File: config.mk
export PLATFORM = sky130hd
export DESIGN_NAME = decoded_msg_reader
export DESIGN_NICKNAME = d
export VERILOG_FILES = /design/src/rtl/decoded_msg_reader.sv
export SDC_FILE = /design/constraint.sdc
export NUM_CORES = 1
export LEC_CHECK = 0
export BUFFER_PORTS_ARGS = -buffer_cell sky130_fd_sc_hd__buf_2
export CORE_MARGIN = 4
export CORE_UTILIZATION = 56
export DETAILED_ROUTE_END_ITERATION = 16
export PLACE_DENSITY = 0.92
export SYNTH_ARGS = -nofsm -noshare
export SYNTH_HDL_FRONTEND = slang
export SYNTH_SLANG_ARGS = --single-unit
File: constraint.sdc
create_clock -name clk -period 4.4 [get_ports clk]
set_input_delay 1.1 -clock clk [delete_from_list [all_inputs] [get_ports clk]]
set_output_delay 1.1 -clock clk [all_outputs]
set_load 0.005 [all_outputs]
File: src/rtl/decoded_msg_reader.sv
// Latches the winning key, reads decoded bytes from Decoded_RAM, streams key(3B, MSB first) + message bytes.
// Latency: first key byte valid 1 cycle after start; 4 cycles per message byte; done 3+4*MSG_LEN cycles after KEY entry.
// Backpressure: registered tx_valid/tx_data held stable while tx_ready is low; RAM is not re-read during a stall.
module decoded_msg_reader #(
   parameter int MSG_LEN = 32,
   parameter int ADDR_W  = 5
) (
   input  logic              clk,
   input  logic              reset_n,
   input  logic              start,
   input  logic [23:0]       secret_key,
   output logic [ADDR_W-1:0] ram_address,
   input  logic [7:0]        ram_q,
   output logic [7:0]        tx_data,
   output logic              tx_valid,
   input  logic              tx_ready,
   output logic              busy,
   output logic              done
);

   typedef enum logic [2:0] {
      S_IDLE,
      S_KEY,
      S_ADDR,
      S_WAIT,
      S_CAPT,
      S_SEND,
      S_DONE
   } state_t;

   // msg_idx carries one extra bit so MSG_LEN = 2^ADDR_W ends without wrapping
   localparam logic [ADDR_W:0] LAST_IDX = (ADDR_W+1)'(MSG_LEN - 1);

   state_t              state_q, state_d;
   logic [23:0]         key_q, key_d;
   logic [1:0]          key_idx_q, key_idx_d;
   logic [ADDR_W:0]     msg_idx_q, msg_idx_d;
   logic [ADDR_W-1:0]   ram_address_q, ram_address_d;
   logic [7:0]          tx_data_q, tx_data_d;
   logic                tx_valid_q, tx_valid_d;
   logic                busy_q, busy_d;
   logic                done_q, done_d;
   logic                xfer;

   assign xfer        = tx_valid_q & tx_ready;
   assign ram_address = ram_address_q;
   assign tx_data     = tx_data_q;
   assign tx_valid    = tx_valid_q;
   assign busy        = busy_q;
   assign done        = done_q;

   // Next-state and registered-output logic for the frame sequencer
   always_comb begin
      state_d       = state_q;
      key_d         = key_q;
      key_idx_d     = key_idx_q;
      msg_idx_d     = msg_idx_q;
      ram_address_d = ram_address_q;
      tx_data_d     = tx_data_q;
      tx_valid_d    = tx_valid_q;
      busy_d        = busy_q;
      done_d        = 1'b0;

      case (state_q)
         S_IDLE: begin
            if (start) begin
               key_d      = secret_key;
               key_idx_d  = 2'd0;
               busy_d     = 1'b1;
               tx_data_d  = secret_key[23:16];
               tx_valid_d = 1'b1;
               state_d    = S_KEY;
            end
         end
         S_KEY: begin
            if (xfer) begin
               if (key_idx_q == 2'd2) begin
                  tx_valid_d = 1'b0;
                  msg_idx_d  = '0;
                  state_d    = S_ADDR;
               end else begin
                  key_idx_d = key_idx_q + 2'd1;
                  // Present the following key byte on the next cycle
                  tx_data_d = (key_idx_q == 2'd0) ? key_q[15:8] : key_q[7:0];
               end
            end
         end
         S_ADDR: begin
            ram_address_d = msg_idx_q[ADDR_W-1:0];
            state_d       = S_WAIT;
         end
         S_WAIT: begin
            // RAM registers the address this cycle; data is usable next cycle
            state_d = S_CAPT;
         end
         S_CAPT: begin
            tx_data_d  = ram_q;
            tx_valid_d = 1'b1;
            state_d    = S_SEND;
         end
         S_SEND: begin
            if (xfer) begin
               tx_valid_d = 1'b0;
               if (msg_idx_q == LAST_IDX) begin
                  done_d  = 1'b1;
                  state_d = S_DONE;
               end else begin
                  msg_idx_d = msg_idx_q + 1'b1;
                  state_d   = S_ADDR;
               end
            end
         end
         S_DONE: begin
            // busy stays high through this cycle so a start here is ignored
            busy_d  = 1'b0;
            state_d = S_IDLE;
         end
         default: begin
            state_d    = S_IDLE;
            tx_valid_d = 1'b0;
            busy_d     = 1'b0;
         end
      endcase
   end

   // State and output registers; reset aborts any frame in progress
   always_ff @(posedge clk or negedge reset_n) begin
      if (!reset_n) begin
         state_q       <= S_IDLE;
         key_q         <= '0;
         key_idx_q     <= '0;
         msg_idx_q     <= '0;
         ram_address_q <= '0;
         tx_data_q     <= '0;
         tx_valid_q    <= 1'b0;
         busy_q        <= 1'b0;
         done_q        <= 1'b0;
      end else begin
         state_q       <= state_d;
         key_q         <= key_d;
         key_idx_q     <= key_idx_d;
         msg_idx_q     <= msg_idx_d;
         ram_address_q <= ram_address_d;
         tx_data_q     <= tx_data_d;
         tx_valid_q    <= tx_valid_d;
         busy_q        <= busy_d;
         done_q        <= done_d;
      end
   end

endmodule

==> impl_metrics.tcl <==
set metrics [dict create \
    status "finished clean" \
    grt.total_usage_pct 18.8 \
    worstSetupEndpointType "flip-flop" \
    vias 1625 \
    synthSimpleGateAreaFrac_pct 13.9 \
    area_growth_syn_to_layout_pct 15.7 \
    clockBufferDepth 2 \
    synth.distinct_cells 45 \
    fin_nets 270 \
    skew_ns 0.00488 \
    period_share_pct 50.8 \
    boundaryPins 52 \
    max_stage_delay_ns 0.76 \
    layout_min_cycle_time_ns 2.24 \
    grt_pass1_vias 1562 \
    timing.fmax_mhz 447 \
    power_mw 1.67 \
    cts_inserted_buffers 5 \
    grt_max_degree 44 \
    clk_pin_slew_ns 0.08 \
    cts_resized 0 \
    yosys_warnings 0 \
    async_reset_ff_share_pct 100 \
    synth_xor_area_share_pct 0 \
    ctsHoldBuffers 0 \
    layout_common_cells "buf_2, dfrtp_1, mux2_2, nor2_1" \
    synth_seq_cells 43 \
    port_buffers 51 \
    instances_no_fill 278 \
    hp-class "reg -> reg" \
    syn_avg_cell_area_um2 12.0 \
    grt-ovfl-total 0 \
    grt_first_pass_wirelength_um 7370 \
    place_hpwl_um 3270 \
    syn-cell-area_mm2 0.00217 \
    gp_congestion 0.778 \
    startpoint_type "primary input" \
    antenna_found_initial 0 \
    die_height_um 70.3 \
    cp.required_ns 4.57 \
    vias_per_cell 5.85 \
    first_pass_iters 4 \
    yosys-mux-area-fraction_pct 19.2 \
    synth_fa_ha_area_share_pct 2.30 \
    slowest_stage "nor4b_4" \
    setup_slack_ns 2.16 \
    worst_pin_slew_ns 0.935 \
    place_inst 271 \
    synth_nets 221 \
    p_leak_nw 1.21 \
    antenna_left 0 \
    die_area_mm2 0.00494 \
    ys_top_cells_by_area "dfrtp_1, mux2_2, a221o_1" \
    synth_top_family_by_area "multiplexers" \
    postCtsSetupBuffers 0 \
    drc 0 \
    synth_compound_area_share_pct 11.6 \
    clock_latency_ns 0.28 \
    cp.arrival_ns 2.40 \
    wirelength_um 4520 \
    seqCellArea_mm2 0.00108 \
    dr.first_iter.drc_count 151 \
    cts.sinks 43 \
    finalSetupViolCount 0 \
    maxCapViolations 0 \
    fp-row-count 22 \
    netlist.area_leader.share_pct 49.5 \
    root_buffer "clkbuf_8" \
    drive_gt1_share_pct 41.7 \
    crit_fanout 16 \
    cts_max_level 2 \
    yosysSeqAreaShare_pct 49.5 \
    layout_commonest_cell "buf_2" \
    setup_tns_ns 0 \
    slew_headroom_pct 37.7 \
    slew_viol_final 0 \
    placed_area_mm2 0.00243 \
    path_cells "buf_2 > nor4b_4 > mux2_2" \
    synth_top_cell_by_area "dfrtp_1" \
    postLayoutCellArea_mm2 0.00251 \
    initial_core_util_pct 58.5 \
    core_mm2 0.00372 \
    n_fill_cell 279 \
    cts_tree "yes" \
    hold_viol_final 0 \
    wl_per_cell_um 16.3 \
    pwr_density_cell_mw_per_mm2 662 \
    place_ws_ns 1.84 \
    setup.worst_path.class "in -> reg" \
    multi_input_area_mm2 0.00102 \
    num_antenna_cells 0 \
    synth_ff_type "dfrtp_1" \
    synthCells 181 \
    dieWidth_um 70.3 \
    rsz0062_at_grt "false" \
    synth_edf_count 0 \
    vdd_drop_max_mv 0.430 \
]
final timing paths:
path                                        start  slack, ns                  endpoint  cells past startpoint
hold / removal                   busy$_DFFE_PN0P_       0.49          busy$_DFFE_PN0P_                      1
max in group asynchronous                 reset_n       2.86  key_idx_q[1]$_DFFE_PN0P_                      1
setup / recovery                            start       2.16     key_q[15]$_DFFE_PN0P_                      3
setup reg to reg           state_q[2]$_DFFE_PN0P_       2.29     key_q[15]$_DFFE_PN0P_                      2
min in group asynchronous                 reset_n       0.96      key_q[0]$_DFFE_PN0P_                      1
hold reg to reg                  busy$_DFFE_PN0P_       0.49          busy$_DFFE_PN0P_                      1
where the power goes:
part           internal (mW)  switching, mW
registers              0.549          0.145
clock network          0.123          0.124
logic                  0.393          0.330
total                   1.07          0.600
area by class of cell:
| type | count | share of cell area [%] |
|---|---|---|
| clock buffers | 6 | 3.28 |
| repair buffers | 51 | 10.1 |
| flip-flops and latches | 43 | 42.8 |
| well taps | 48 | 2.39 |
| multi-input cells | 125 | 40.6 |
| inverters | 4 | 0.597 |
| clock inverters | 1 | 0.199 |
per-layer routing:
metal	vias up	track usage, %	routed length (um)
met5	-	0	0
met4	0	2.55	20
met3	2	4.89	252
met2	50	32.2	2350
met1	807	24.4	1900
li1	766	-	-
synthesized netlist by cell type, types with 2 or more instances:
master,n
buf_6,2
nor2_1,16
and2_1,2
dfrtp_1,43
o31ai_1,3
o21ai_0,3
inv_1,4
mux2_2,30
ha_1,4
a221o_1,8
and3_1,2
a21oi_1,4
nor2b_1,4
buf_2,2
o41ai_1,2
nand3_1,6
nand2_1,7
mux2i_1,8
nand2b_1,2
buf_4,3
nor3_1,2
kinds of logic (layout without fill, tap and decap cells):
logic type / Yosys count / after routing
AO/OA/AOI/OAI: 31 / 31
AND/OR/NAND/NOR: 52 / 52
multiplexers: 38 / 38
flip-flops: 43 / 43
adder cells (fa/ha/maj): 4 / 4
buffers and inverters: 13 / 62
state kept, by name (all words and copies together) (netlist names):
| name | cells |
|---|---|
| key_q | 16 |
| tx_data | 8 |
| msg_idx_q | 6 |
| ram_address | 5 |
| state_q | 3 |
| key_idx_q | 2 |
| busy | 1 |
| done | 1 |
| tx_valid | 1 |
worst max-delay path: cells and delay by family:
family                 cells  cell delay [ns]
and+or+nand+nor            1             0.76
muxes                      1             0.43
buffers and inverters      1             0.11
stage by stage:
stage | hold WS [ns] | utilization, %
5_1_grt | 0.507 | 67.7
6_report | 0.494 | 67.7
3_3_place_gp | 0.472 | 65.3
3_5_place_dp | 0.477 | 65.3
4_1_cts | 0.495 | 67.7
2_1_floorplan | 0.480 | -
No activity file was read; power rests on OpenSTA's default activity.
